$ cat src/rtl/mdu_iterative_if.sv
// mdu_iterative_if: request/response bundle between the EX stage and the iterative MDU
//   start  : request, taken only while the unit is idle
//   funct3 : RV32M operation select
//   data1  : rs1 operand, data2 : rs2 operand
//   busy   : operation in flight (stall request), done : one-cycle result strobe
//   result : 32-bit result, held until the next accepted request
interface mdu_iterative_if #(
    parameter int DATA_WIDTH = 32
);
    logic                  start;
    logic [2:0]            funct3;
    logic [DATA_WIDTH-1:0] data1;
    logic [DATA_WIDTH-1:0] data2;
    logic                  busy;
    logic                  done;
    logic [DATA_WIDTH-1:0] result;
    modport master (output start, funct3, data1, data2, input busy, done, result);
    modport slave (input start, funct3, data1, data2, output busy, done, result);
endinterface

$ cat src/rtl/mdu_iterative.sv
// mdu_iterative: iterative RV32M multiply/divide unit (shift-add multiply, restoring divide)
//   clk   : rising-edge clock
//   reset : asynchronous active-low reset
//   bus   : mdu_iterative_if slave (start/funct3/data1/data2 in, busy/done/result out)
//   MDU_FAST_MUL_EN : when defined, multiplies use a single-cycle combinational multiplier
module mdu_iterative #(
    parameter int DATA_WIDTH = 32,
    parameter int CNT_WIDTH  = 6
) (
    input logic            clk,
    input logic            reset,
    mdu_iterative_if.slave bus
);
    typedef enum logic [1:0] {IDLE, CALC, FIN} state_t;
    state_t               state, state_nx;
    logic [2:0]           f3_q;
    logic [31:0]          b_q, result_q, a1, a2, spec_res, imm_res, mres, dres, calc_res, rem_sub;
    logic [63:0]          acc, acc_nx, prod;
    logic [32:0]          mul_sum, div_tmp;
    logic [CNT_WIDTH-1:0] cnt;
    logic                 s1, s2, is_div, special, imm, accept, last, neg_q, neg_r;
`ifdef MDU_FAST_MUL_EN
    logic signed [63:0]   fx1, fx2, fprod;
`endif
    // Operand decode at the accept edge: magnitudes, result signs and one-cycle cases
    always_comb begin
        is_div   = bus.funct3[2];
        s1       = bus.data1[31] & (is_div ? ~bus.funct3[0] : (bus.funct3[1:0] == 2'b01 || bus.funct3[1:0] == 2'b10));
        s2       = bus.data2[31] & (is_div ? ~bus.funct3[0] : (bus.funct3[1:0] == 2'b01));
        a1       = s1 ? -bus.data1 : bus.data1;
        a2       = s2 ? -bus.data2 : bus.data2;
        special  = is_div & ((bus.data2 == 32'h0) | (~bus.funct3[0] & (bus.data1 == 32'h8000_0000) & (bus.data2 == 32'hFFFF_FFFF)));
        spec_res = (bus.data2 == 32'h0) ? (bus.funct3[1] ? bus.data1 : 32'hFFFF_FFFF)
                                        : (bus.funct3[1] ? 32'h0 : 32'h8000_0000);
`ifdef MDU_FAST_MUL_EN
        fx1      = {{32{s1}}, bus.data1};
        fx2      = {{32{s2}}, bus.data2};
        fprod    = fx1 * fx2;
        imm      = special | ~is_div;
        imm_res  = special ? spec_res : (bus.funct3[1:0] == 2'b00 ? fprod[31:0] : fprod[63:32]);
`else
        imm      = special;
        imm_res  = spec_res;
`endif
        accept   = (state == IDLE) & bus.start;
        last     = cnt == CNT_WIDTH'(DATA_WIDTH - 1);
    end
    // One iteration: multiply adds b into the upper half and shifts right;
    // divide shifts the remainder/quotient pair left and tries a subtraction
    always_comb begin
        mul_sum  = {1'b0, acc[63:32]} + {1'b0, acc[0] ? b_q : 32'h0};
        div_tmp  = {acc[63:32], acc[31]};
        rem_sub  = div_tmp[31:0] - b_q;
        acc_nx   = f3_q[2] ? ((div_tmp >= {1'b0, b_q}) ? {rem_sub, acc[30:0], 1'b1} : {div_tmp[31:0], acc[30:0], 1'b0})
                           : {mul_sum, acc[31:1]};
        prod     = neg_q ? -acc_nx : acc_nx;
        mres     = (f3_q[1:0] == 2'b00) ? prod[31:0] : prod[63:32];
        dres     = f3_q[1] ? (neg_r ? -acc_nx[63:32] : acc_nx[63:32]) : (neg_q ? -acc_nx[31:0] : acc_nx[31:0]);
        calc_res = f3_q[2] ? dres : mres;
    end
    always_ff @(posedge clk or negedge reset) begin
        if (!reset) state <= IDLE;
        else state <= state_nx;
    end
    always_comb begin
        state_nx = state;
        case (state)
            IDLE:    state_nx = bus.start ? (imm ? FIN : CALC) : IDLE;
            CALC:    state_nx = last ? FIN : CALC;
            default: state_nx = IDLE;
        endcase
    end
    always_comb begin
        bus.busy   = state != IDLE;
        bus.done   = state == FIN;
        bus.result = result_q;
    end
    always_ff @(posedge clk or negedge reset) begin
        if (!reset) begin
            f3_q     <= 3'b0;
            b_q      <= 32'h0;
            acc      <= 64'h0;
            neg_q    <= 1'b0;
            neg_r    <= 1'b0;
            cnt      <= '0;
            result_q <= 32'h0;
        end else if (accept) begin
            f3_q  <= bus.funct3;
            b_q   <= is_div ? a2 : a1;
            acc   <= {32'h0, is_div ? a1 : a2};
            neg_q <= s1 ^ s2;
            neg_r <= s1;
            if (imm) result_q <= imm_res;
            else cnt <= '0;
        end else if (state == CALC) begin
            acc <= acc_nx;
            if (last) result_q <= calc_res;
            else cnt <= cnt + 1'b1;
        end
    end
endmodule
$ cat src/flat_wrapper.sv
// flat-port wrapper written by rule: the top's interface ports become plain ports
module mdu_iterative_flat 
#(
    parameter int DATA_WIDTH = 32,
    parameter int CNT_WIDTH  = 6
)
  (clk, reset, bus_start, bus_funct3, bus_data1, bus_data2, bus_busy, bus_done, bus_result);
  mdu_iterative_if #(.DATA_WIDTH(DATA_WIDTH)) bus_i ();
  input logic clk;
  input logic reset;
  input wire logic [$bits(bus_i.start)-1:0] bus_start;
  input wire logic [$bits(bus_i.funct3)-1:0] bus_funct3;
  input wire logic [$bits(bus_i.data1)-1:0] bus_data1;
  input wire logic [$bits(bus_i.data2)-1:0] bus_data2;
  output wire logic [$bits(bus_i.busy)-1:0] bus_busy;
  output wire logic [$bits(bus_i.done)-1:0] bus_done;
  output wire logic [$bits(bus_i.result)-1:0] bus_result;
  assign bus_i.start = bus_start;
  assign bus_i.funct3 = bus_funct3;
  assign bus_i.data1 = bus_data1;
  assign bus_i.data2 = bus_data2;
  assign bus_busy = bus_i.busy;
  assign bus_done = bus_i.done;
  assign bus_result = bus_i.result;
  mdu_iterative #(.DATA_WIDTH(DATA_WIDTH), .CNT_WIDTH(CNT_WIDTH)) u_core (.clk(clk), .reset(reset), .bus(bus_i));
endmodule
$ cat config.mk
export PLATFORM = sky130hd
export DESIGN_NAME = mdu_iterative_flat
export DESIGN_NICKNAME = d
export VERILOG_FILES = /design/src/rtl/mdu_iterative_if.sv /design/src/rtl/mdu_iterative.sv /design/src/flat_wrapper.sv
export SDC_FILE = /design/constraint.sdc
export NUM_CORES = 1
export LEC_CHECK = 0
export CAP_MARGIN = 20
export CELL_PAD_IN_SITES_DETAIL_PLACEMENT = 0
export CELL_PAD_IN_SITES_GLOBAL_PLACEMENT = 1
export CORE_MARGIN = 2
export CORE_UTILIZATION = 49
export CTS_BUF_LIST = sky130_fd_sc_hd__clkbuf_8 sky130_fd_sc_hd__clkbuf_16
export CTS_CLUSTER_DIAMETER = 30
export DETAILED_ROUTE_END_ITERATION = 7
export GPL_ROUTABILITY_DRIVEN = 0
export GPL_TIMING_DRIVEN = 0
export PLACE_DENSITY_LB_ADDON = 0.1
export SETUP_SLACK_MARGIN = 0.3
export SLEW_MARGIN = 20
export SYNTH_ARGS = -nofsm -noshare
export SYNTH_HDL_FRONTEND = slang
export SYNTH_SLANG_ARGS = --single-unit
$ cat constraint.sdc
create_clock -name clk -period 12.8 [get_ports clk]
set_input_delay 2.56 -clock clk [delete_from_list [all_inputs] [get_ports clk]]
set_output_delay 2.56 -clock clk [all_outputs]
set_load 0.005 [all_outputs]
After elaboration in Yosys (flattened, before gate mapping)
Cells that the tools add are included.

word-level totals
  flip-flop bits (word level) = 141
  bits in latches = 0
  memory bits (writable) = 0
  bits in read-only memories = 0
  input port bits = 70
  output and inout bits = 34
  logic and storage cells = 77
  memories kept = 0

operators by class
  add/sub/neg operators = 8
  multiply operators = 0
  div/mod/pow operators = 0
  order comparisons = 1
  eq/ne operators = 10
  shifts and indexed selects = 0
  multiplexer cells = 32
  bitwise gates (word level) = 9
  reductions and logical operators = 9

operators with widths
  operator                                              number
  2-to-1 mux 32 bit                                     17
  2-to-1 mux 64 bit                                     5
  negation 32 bit                                       4
  equality test 32 bit (second input constant)          2
  negation 64 bit                                       1
  adder 32 x 32 -> 33 bit                               1
  >= comparator 33 x 32 -> 1 bit                        1
  logical NOT 32 bit                                    1
  subtractor 32 bit                                     1
  2-to-1 mux 6 bit                                      4
  adder 6 x 1 -> 6 bit (second input constant)          1
  bitwise AND 1 bit                                     6
  equality test 6 x 5 -> 1 bit (second input constant)  1
  2-to-1 mux 2 bit                                      3
  AND reduction 3 bit                                   2
  nonzero test 2 bit                                    3
  equality test 2 x 1 -> 1 bit (second input constant)  2
  equality test 2 bit (second input constant)           2
  logical NOT 2 bit                                     2
  != test 2 x 1 -> 1 bit (second input constant)        2
  case mux 2 bit (2 select lines)                       1
  2-to-1 mux 1 bit                                      2
  != test 2 bit (second input constant)                 1
  logical OR 1 bit                                      1
  other kinds (3)                                       3

Logic depth before layout (Yosys ltp)
Gate-level depths: netlist of the first run.

  depth in word-level cells = 10
  gate-level depth with buffers = 22
  depth with buffers taken out = 19

Worst setup path before layout of the first run
OpenSTA, ideal clock, no wires.

  path kind = in2reg
  from = in bus_data1[10]
  to = reg u_core.result_q[4], in the netlist u_core.bus.result[4]
  setup time = 151 ps
  data arrival time = 5512 ps
  data required time = 12649 ps
  setup slack = 7138 ps
  cell stages on the path = 11
  buffers on the path = 2
  cells stage by stage = or4_1 nor4_1 nand2b_1 nor4_1 and3_1 o21ai_0 a2bb2oi_1 nor2_1 clkbuf_1 buf_1 a41oi_1

on the way
  longest elaborated chain between the ends = 7

ends and longest elaborated chain
  what                              RTL line             text
  start, declared                   flat_wrapper.sv:13   input wire logic [$bits(bus_i.data1)-1:0] bus_data1;
  equality test 32 bit              mdu_iterative.sv:32  special = is_div & ((bus.data2 == 32'h0) | (~bus.funct3[0] & (bus.data1 == 32'h8000_0000) & (bus.data2 == 32'h ...
  bitwise AND 1 bit (2 in series)   mdu_iterative.sv:32
  bitwise OR 1 bit                  mdu_iterative.sv:32
  bitwise AND 1 bit                 mdu_iterative.sv:32
  != test 2 x 1 -> 1 bit (no line)  --
  AND reduction 3 bit (no line)     --
  end signal, assigned              mdu_iterative.sv:93  if (imm) result_q <= imm_res;
  end signal, assigned              mdu_iterative.sv:97  if (last) result_q <= calc_res;
  end, declared                     mdu_iterative.sv:17  logic [31:0] b_q, result_q, a1, a2, spec_res, imm_res, mres, dres, calc_res, rem_sub;

No other way between the ends.
A chain may end at the register's enable or synchronous reset.

Worst setup path in the final report of the first run
  from = reg u_core.f3_q[2]
  to = reg u_core.result_q[18], in the netlist u_core.bus.result[18]

on the way
  longest elaborated chain between the ends = 8
  elaborated cells between the ends (all ways) = 13
  classes of those cells = add/sub (3); mux (10)

ends and longest elaborated chain
  what                                                    RTL line                                  text
  start, declared                                         mdu_iterative.sv:16                       logic [2:0] f3_q;
  start signal, assigned                                  mdu_iterative.sv:88                       f3_q <= bus.funct3;
  2-to-1 mux 64 bit                                       mdu_iterative.sv:54                       acc_nx = f3_q[2] ? ((div_tmp >= {1'b0, b_q}) ? {rem_sub, acc[30:0], 1'b1} : {div_tmp[31:0], acc[30:0], 1'b0})
  negation 64 bit or negation 32 bit (tied branches)      mdu_iterative.sv:56, mdu_iterative.sv:58
  2-to-1 mux 64 bit or 2-to-1 mux 32 bit (tied branches)  mdu_iterative.sv:56, mdu_iterative.sv:58
  2-to-1 mux 32 bit, on equally long branches             mdu_iterative.sv:57, mdu_iterative.sv:58
  2-to-1 mux 32 bit *                                     mdu_iterative.sv:59                       calc_res = f3_q[2] ? dres : mres;
  2-to-1 mux 32 bit *                                     mdu_iterative.sv:97
  2-to-1 mux 32 bit *                                     mdu_iterative.sv:95                       end else if (state == CALC) begin
  2-to-1 mux 32 bit *                                     mdu_iterative.sv:87                       end else if (accept) begin

Every way passes the cells marked *; elsewhere a longest branch is shown, timed or not. The select of a mux whose other input is x is not followed.

==> results of run 1 <==
==> per-layer routing <==
layer  part of all wire (%)  vias to the layer above  wire [um]  track usage (%)
met5                  0.078                        -         59                0
met3                     14                      327      10300             14.8
met2                     41                     1406      30800             62.9
met1                     37                     8923      28100             54.3
li1                       -                     8457          -                -
met4                    8.2                        8       6210             30.7
==> cells in the mapped netlist, drive strengths merged (49+ instances only) <==
cell | number | share of area (%)
xor2 | 63 | 3.4
nand2 | 242 | 5.6
ha | 71 | 5.5
nand3 | 75 | 2.3
a21oi | 178 | 5.5
nor3 | 66 | 2.1
o21ai | 222 | 6.8
o211ai | 50 | 2.3
dfrtp | 141 | 22
inv | 72 | 1.7
xnor2 | 98 | 5.3
mux2i | 49 | 3.0
clkbuf | 112 | 2.6
nor2 | 188 | 4.3
==> stage by stage <==
stage	area (sq um)	setup slack (ns)	hold WS (ns)	instances	util [%]
after global placement	17800	3.26	0.476	2767	54.7
after floorplan	16200	7.14	0.463	2222	-
final	18500	4.00	0.511	2802	56.7
after detailed placement	17800	4.70	0.485	2768	54.8
after global routing	18500	4.23	0.526	2802	56.7
after CTS	18400	4.66	0.512	2800	56.7
==> layout by cell type (no fill, tap or decap), drive strengths merged, types with 30 or more instances in the layout <==
cell           count
dfrtp            141
xnor2             98
clkbuf           132
nand3             75
a31oi             45
o21ai            222
xor2              63
mux2i             49
nand2            242
o221ai            35
nor2             188
ha                71
clkdlybuf4s50    102
buf               35
o211ai            50
o31ai             30
and2              45
inv               79
nand2b            30
nor3              66
a21oi            178
nand4             40
==> final cells by class <==
type	count	area [sq um]
plain buffers	145	588
well taps	442	553
clock inverters	14	159
fillers	3198	14100
repair buffers	106	1080
clock buffers	18	439
multi-input cells	1864	11800
flip-flops and latches	141	3530
inverters	72	270
==> flip-flops by register name (all words and copies together) (netlist names) <==
signal and cells:
u_core.acc 64, u_core.b_q 32, u_core.bus.result 32, u_core.cnt 6
u_core.f3_q 3, u_core.neg_q 1, u_core.neg_r 1, u_core.state 2
==> cell families after synthesis <==
| group | after synthesis | share of synthesized area (%) |
|---|---|---|
| simple gates | 805 | 24.0 |
| flops | 141 | 21.7 |
| fa+ha+maj | 73 | 5.72 |
| xor+xnor | 161 | 8.69 |
| buf+inv | 217 | 5.29 |
| compound gates | 763 | 30.6 |
| mux | 62 | 3.93 |
==> worst register-to-register path, delay by kind of cell (launching register included) <==
family                     cells  cell delay (ns)
and+or+nand+nor                4             0.69
buffers and inverters         10             5.51
DFF                            1             0.39
adders and majority gates      1             0.40
AOI/OAI and AO/OA              5             1.73
==> worst max-delay path by stage <==
stage,from,end,cells past startpoint
floorplan,bus_data1[10],u_core.bus.result[4],11
global placement,reset,u_core.bus.result[31],1
detailed placement,bus_data2[7],u_core.bus.result[4],13
CTS,u_core.f3_q[2],u_core.bus.result[18],20
global route,u_core.f3_q[2],u_core.bus.result[18],20
finish,u_core.f3_q[2],u_core.bus.result[18],20
==> results.py, run 1 <==
metrics = {
    "die": {
        "core_sq_mm": 0.0325,
        "die_h_um": 186,
        "start_util_pct": 49.9,
        "ios": 104,
        "die_area_sq_mm": 0.0346,
        "die_width_um": 186,
        "row_count": 66,
    },
    "worst_setup_path": {
        "crit_family": "buffers and inverters",
        "slowest_delay_ns": 0.79,
        "crit_required_ns": 13.19,
        "cpMaxStageDelayCell": "buf_1",
        "path_buf_inv": 10,
        "critPathMaxFanout": 10,
        "reg2reg_slack_ns": 4.00,
        "ff2ff_path_depth": 20,
        "cp_cell_sequence": "buf_2, buf_1, buf_2, buf_1, clkbuf_1, buf_1, buf_1, clkbuf_1, o21ai_0, ha_1, and2_1, nand3_1, or2_2, clkbuf_1, or3_1, clkbuf_1, o21ai_0, o21ai_0, a21boi_0, o22a_1",
        "critPathKind": "reg -> reg",
        "setup.worst_path.start_class": "flip-flop",
        "rr_endpoint": "u_core.bus.result[18]",
        "crit_path_end_kind": "flip-flop",
        "worstReg2RegStart": "u_core.f3_q[2]",
        "arrival_ns": 9.19,
    },
    "run_status": {
        "run_status": "finished, violations left",
        "violations": "DRC",
    },
    "clocking": {
        "cts_tree": "built",
        "cts_made_buffers": 17,
        "holdBufCountCts": 0,
        "cts_setup_buffers": 0,
        "htree_levels": 4,
        "cts_resized": 0,
        "cts.clk_slew.worst_paths_ns": 0.07,
        "clock-sinks": 141,
        "cts_root_buffer": "clkbuf_16",
        "clockBufferDepth": 2,
        "clk_latency_ns": 0.47,
    },
    "grt": {
        "grt_overflow": 0,
        "grt_usage_pct": 43.6,
        "grt_max_degree": 76,
        "antenna_found_initial": 4,
        "grt_pass1_vias": 17700,
        "grt_pass1_wl_mm": 111,
    },
    "sta": {
        "slew-limit-headroom_pct": 15.8,
        "fmax_mhz": 114,
        "period_needed_ns": 8.80,
        "clock_skew_ns": 0.0166,
        "final-setup-viol-count": 0,
        "grt_setup_unrepaired": "false",
        "finalSetupTns_ns": 0,
        "drv_slew": 0,
        "worst_pin_slew_ns": 1.26,
        "finalHoldViolCount": 0,
        "fin_crit_sh_pct": 68.8,
    },
    "synth": {
        "synthArstFlopShare_pct": 100,
        "synth_cells": 2222,
        "yosys_warnings": 0,
        "avgSynthCellArea_sq_um": 7.30,
        "ys_seq_area_share_pct": 21.7,
        "ys_seq_elements": 141,
        "syn_nets": 2365,
        "ys.flop_type": "dfrtp_1",
        "synth_area_sq_mm": 0.0162,
        "synth.distinct_cells": 94,
        "synth-edff-count": 0,
    },
    "drt": {
        "drc_errors": 7,
        "drt-pass1-iter-count": 8,
        "antenna_left": 0,
        "drt_iter0_markers": 2491,
        "wire_per_inst_um": 27.0,
        "vias": 19100,
        "viasPerCell": 6.82,
        "wirelength_mm": 75.5,
    },
    "hold_path": {
        "hold_depth": 1,
        "min_from": "u_core.bus.result[7]",
        "holdPathEnd": "u_core.bus.result[7]",
        "hold_class": "reg -> reg",
    },
    "final_layout": {
        "n_antenna_cell": 0,
        "drive_gt1_share_pct": 4.58,
        "nNetsFinal": 2490,
        "synthToLayoutAreaGrowth_pct": 13.8,
    },
    "placed_design": {
        "portBuffers": 103,
        "dp_hpwl_mm": 60.3,
    },
    "job": {
        "drv_cap": 0,
    },
}
Power of run 1 is left out: the tool's default activity adds up to more than one toggle a clock period on the data nets, which glitch-free logic cannot reach.
==> inputs of run 2 (changes only) <==
--- a/config.mk
+++ b/config.mk
@@ -9,7 +9,7 @@
 export CELL_PAD_IN_SITES_DETAIL_PLACEMENT = 0
 export CELL_PAD_IN_SITES_GLOBAL_PLACEMENT = 1
 export CORE_MARGIN = 2
-export CORE_UTILIZATION = 49
+export CORE_UTILIZATION = 41
 export CTS_BUF_LIST = sky130_fd_sc_hd__clkbuf_8 sky130_fd_sc_hd__clkbuf_16
 export CTS_CLUSTER_DIAMETER = 30
 export DETAILED_ROUTE_END_ITERATION = 7
==> constraint.sdc (replaced) <==
create_clock -name clk -period 7.2 [get_ports clk]
set_input_delay 1.44 -clock clk [delete_from_list [all_inputs] [get_ports clk]]
set_output_delay 1.44 -clock clk [all_outputs]
set_load 0.005 [all_outputs]
==> results.py, run 2 (synthesis results as in run 1) <==
metrics = {
    "sta": {
        "fmax_mhz": 145,
        "hold_slack_ns": 0.513,
        "grt_setup_unrepaired": "false",
        "period_needed_ns": 6.89,
        "drv_slew": 0,
        "clock_skew_ns": 0.0122,
        "fin_crit_sh_pct": 95.6,
        "slew-limit-headroom_pct": 22.7,
        "worst_pin_slew_ns": 1.16,
        "final-setup-viol-count": 0,
        "finalHoldViolCount": 0,
    },
    "worst_setup_path": {
        "arrival_ns": 7.29,
        "cpMaxStageDelayCell": "clkdlybuf4s15_2",
        "path_buf_inv": 10,
        "critPathKind": "reg -> reg",
        "crit_family": "buffers and inverters",
        "cp_cell_sequence": "buf_2, buf_2, buf_2, buf_2, clkbuf_2, buf_2, clkdlybuf4s15_2, clkbuf_2, o21ai_0, ha_1, and2_1, nand3_1, or2_2, clkbuf_1, or3_1, clkbuf_2, o21ai_0, o21ai_0, a21boi_0, o22a_1",
        "setup.worst_path.start_class": "flip-flop",
        "crit_required_ns": 7.60,
        "slowest_delay_ns": 0.56,
        "critPathMaxFanout": 10,
        "crit_path_end_kind": "flip-flop",
        "cpMostUsedCell": "buf_2",
    },
    "drt": {
        "wirelength_mm": 79.0,
        "drc_errors": 0,
        "wire_per_inst_um": 27.4,
        "drt_iter0_markers": 2339,
        "vias": 18900,
        "drt-pass1-iter-count": 8,
        "viasPerCell": 6.57,
        "antenna_left": 0,
    },
    "grt": {
        "grt_overflow": 0,
        "grt_pass1_wl_mm": 116,
        "grt_pass1_vias": 17800,
        "grt_max_degree": 77,
        "antenna_found_initial": 1,
        "grt_usage_pct": 37.9,
    },
    "final_layout": {
        "nNetsFinal": 2489,
        "synthToLayoutAreaGrowth_pct": 14.3,
        "final_cell_mix": "nand2_1, o21ai_0, nor2_1",
        "final_common_cell": "nand2_1",
        "largest_register_ffs": 64,
        "drive_gt1_share_pct": 4.83,
        "largest_register": "u_core.acc",
        "n_antenna_cell": 0,
    },
    "clocking": {
        "clockBufferDepth": 2,
        "cts_tree": "built",
        "cts.clk_slew.worst_paths_ns": 0.07,
        "htree_levels": 4,
        "cts_setup_buffers": 0,
        "clock-sinks": 141,
        "clk_latency_ns": 0.47,
        "cts_root_buffer": "clkbuf_16",
        "cts_made_buffers": 17,
    },
    "placed_design": {
        "dp_hpwl_mm": 63.8,
        "portBuffers": 103,
    },
    "run_status": {
        "run_status": "finished clean",
    },
    "die": {
        "start_util_pct": 41.8,
        "row_count": 72,
        "ios": 104,
        "die_width_um": 203,
        "die_area_sq_mm": 0.0412,
        "core_sq_mm": 0.0388,
        "die_h_um": 203,
    },
    "hold_path": {
        "hold_class": "reg -> reg",
    },
    "job": {
        "drv_cap": 0,
    },
}
## run 2: cell types whose count changed in the layout (fill, tap and decap cells not counted), moves of 2 or more
cell      change
clkinv_2      +2
clkbuf_2      +2
clkbuf_1      -3
inv_6         -2
buf_1         -4
buf_2         +3
inv_8         -2
## run 2: final timing paths
check,slack (ns),cells past startpoint,to,from
setup reg to reg,0.31,20,u_core.bus.result[18],u_core.f3_q[2]
max in group asynchronous,5.44,2,u_core.bus.result[7],reset
hold / removal,0.51,1,u_core.bus.result[7],u_core.bus.result[7]
hold reg to reg,0.51,1,u_core.bus.result[7],u_core.bus.result[7]
min in group asynchronous,0.95,1,u_core.b_q[8],reset
setup / recovery,0.31,20,u_core.bus.result[18],u_core.f3_q[2]
## run 2: metal layers
metal	wire length [um]	GRT usage (%)
met5	18	0
met4	4550	20.6
met3	8750	9.97
met2	34000	57.5
met1	31700	49.0
## run 2: metrics by stage
step	util [%]	setup slack (ns)	std cells	instance area, sq um	TNS [ns]
5_1_grt	47.8	0.416	2877	18500	0
6_report	47.8	0.314	2877	18500	0
3_3_place_gp	46.1	-1.42	2843	17900	-208.53
2_1_floorplan	-	2.20	2222	16200	0
3_5_place_dp	46.2	-1.13	2845	17900	-11.72
4_1_cts	47.7	0.493	2877	18500	0
## run 2: worst reg2reg max path, delay by kind of cell, from the launching register on
| kind | cells | cell delay [ns] |
|---|---|---|
| buf+inv | 10 | 3.85 |
| compound gates | 5 | 1.56 |
| simple gates | 4 | 0.67 |
| flops | 1 | 0.38 |
| fa+ha+maj | 1 | 0.37 |
## run 2: final cells by class
| class | count | area (sq um) |
|---|---|---|
| Clock buffer | 17 | 425 |
| Fill cell | 3992 | 20300 |
| Tap cell | 518 | 648 |
| Timing Repair Buffer | 105 | 1070 |
| Clock inverter | 15 | 149 |
| Buffer | 145 | 603 |
| Multi-Input combinational cell | 1864 | 11800 |
| Sequential cell | 141 | 3530 |
| Inverter | 72 | 270 |
## run 2: repair_timing
action / in CTS / in global routing
endpoints found under the setup margin: 17 / 8
hold buffers: 0 / 0
cloned: 0 / 0
gates resized for setup: 7 / 3
Power of run 2 is left out for the same reason.
==> inputs of run 3 (changes only) <==
--- a/config.mk
+++ b/config.mk
@@ -14,7 +14,6 @@
 export CTS_CLUSTER_DIAMETER = 30
 export DETAILED_ROUTE_END_ITERATION = 7
 export GPL_ROUTABILITY_DRIVEN = 0
-export GPL_TIMING_DRIVEN = 0
 export PLACE_DENSITY_LB_ADDON = 0.1
 export SETUP_SLACK_MARGIN = 0.3
 export SLEW_MARGIN = 20
==> constraint.sdc (replaced) <==
create_clock -name clk -period 7.2 [get_ports clk]
set_input_delay 1.08 -clock clk [delete_from_list [all_inputs] [get_ports clk]]
set_output_delay 1.08 -clock clk [all_outputs]
set_load 0.005 [all_outputs]
==> results.py, run 3 (synthesis results as in run 1) <==
metrics = {
    "run_status": {
        "run_status": "finished clean",
    },
    "grt": {
        "grt_pass1_wl_mm": 108,
        "grt_max_degree": 122,
        "grt_pass1_vias": 16800,
        "antenna_found_initial": 2,
        "grt_overflow": 0,
        "grt_usage_pct": 34.9,
    },
    "sta": {
        "clock_skew_ns": 0.0156,
        "drv_slew": 0,
        "worst_pin_slew_ns": 1.11,
        "fmax_mhz": 165,
        "period_needed_ns": 6.05,
        "hold_slack_ns": 0.502,
        "finalHoldViolCount": 0,
        "slew-limit-headroom_pct": 25.2,
        "final-setup-viol-count": 0,
        "finalWorstSetupSlack_ns": 1.15,
        "finalSetupTns_ns": 0,
        "fin_crit_sh_pct": 84.0,
        "grt_setup_unrepaired": "false",
    },
    "worst_setup_path": {
        "arrival_ns": 6.43,
        "startpoint": "u_core.acc[32]",
        "crit_required_ns": 7.58,
        "reg2reg_slack_ns": 1.15,
        "crit_end": "u_core.bus.result[16]",
        "slowest_delay_ns": 0.78,
        "critPathKind": "reg -> reg",
        "path_buf_inv": 1,
        "setup.worst_path.start_class": "flip-flop",
        "ff2ff_path_depth": 18,
        "cp.depth": 18,
        "rr_endpoint": "u_core.bus.result[16]",
        "cpMaxStageDelayCell": "o2111ai_1",
        "critPathMaxFanout": 12,
        "crit_path_end_kind": "flip-flop",
        "cp_cell_sequence": "ha_1, nor2b_1, o2111ai_1, a2111oi_4, o31ai_4, nand3_1, o21ai_0, ha_1, and2_1, nand3_1, or2_2, or3_1, inv_1, a31oi_1, xnor2_1, nor2_1, a211o_1, a31oi_1",
        "worstReg2RegStart": "u_core.acc[32]",
        "crit_family": "compound AO/OA/AOI/OAI gates",
    },
    "placed_design": {
        "dp_hpwl_mm": 56.4,
        "dp_slack_ns": 1.35,
        "portBuffers": 103,
        "placed_area_sq_mm": 0.0176,
    },
    "die": {
        "core_sq_mm": 0.0388,
        "ios": 104,
        "die_width_um": 203,
        "row_count": 72,
        "die_area_sq_mm": 0.0412,
        "die_h_um": 203,
        "start_util_pct": 41.8,
    },
    "hold_path": {
        "hold_class": "reg -> reg",
    },
    "final_layout": {
        "post-route-cell-area_sq_mm": 0.0182,
        "nNetsFinal": 2379,
        "largest_register_ffs": 64,
        "final_common_cell": "nand2_1",
        "drive_gt1_share_pct": 5.56,
        "largest_register": "u_core.acc",
        "synthToLayoutAreaGrowth_pct": 12.1,
        "final_cell_mix": "nand2_1, o21ai_0, nor2_1",
    },
    "drt": {
        "drc_errors": 0,
        "wirelength_mm": 71.8,
        "wire_per_inst_um": 25.9,
        "vias": 17800,
        "drt_iter0_markers": 1948,
        "viasPerCell": 6.43,
        "drt-pass1-iter-count": 7,
        "antenna_left": 0,
    },
    "clocking": {
        "holdBufCountCts": 0,
        "cts_setup_buffers": 0,
        "htree_levels": 4,
        "cts.clk_slew.worst_paths_ns": 0.07,
        "clock-sinks": 141,
        "cts_root_buffer": "clkbuf_16",
        "clk_latency_ns": 0.47,
        "cts_resized": 0,
        "cts_tree": "built",
        "clockBufferDepth": 2,
        "cts_made_buffers": 17,
    },
    "job": {
        "drv_cap": 0,
    },
}
run 3: cell type report:
cell class / count / area [sq um]
flip-flops and latches: 141 / 3530
inverters: 72 / 270
repair buffers: 140 / 1310
multi-input cells: 1864 / 11900
well taps: 518 / 648
clock inverters: 13 / 115
clock buffers: 19 / 453
diodes: 1 / 2.50
fillers: 3957 / 20600
run 3: how the worst min path moves through the flow:
stage,from,end,depth (start not counted)
global route,u_core.b_q[17],u_core.b_q[17],2
CTS,u_core.b_q[5],u_core.b_q[5],2
finish,u_core.bus.result[9],u_core.bus.result[9],1
floorplan,u_core.b_q[17],u_core.b_q[17],2
detailed placement,u_core.bus.result[9],u_core.bus.result[9],1
global placement,u_core.b_q[5],u_core.b_q[5],2
run 3: metrics by stage:
stage | utilization [%] | std cells
2_1_floorplan | - | 2222
3_3_place_gp | 45.4 | 2735
3_5_place_dp | 45.4 | 2735
4_1_cts | 46.8 | 2767
5_1_grt | 46.8 | 2768
6_report | 46.8 | 2768
run 3: routing by layer:
metal	GRT usage, %	vias to the layer above	routed length [um]
met5	0	-	0
met2	54.7	880	32000
met1	44.9	8473	29400
li1	-	8239	-
met3	7.17	193	6010
met4	19.0	0	4420
run 3: worst register-to-register path: stages, from the launching register on:
cell and delay, ns:
dfrtp_1 0.48, ha_1 0.40, nor2b_1 0.18, o2111ai_1 0.78, a2111oi_4 0.26, o31ai_4 0.32
nand3_1 0.36, o21ai_0 0.37, ha_1 0.27, and2_1 0.18, nand3_1 0.12, or2_2 0.37
or3_1 0.65, inv_1 0.31, a31oi_1 0.14, xnor2_1 0.17, nor2_1 0.05, a211o_1 0.34
a31oi_1 0.20
Power of run 3 is left out for the same reason.
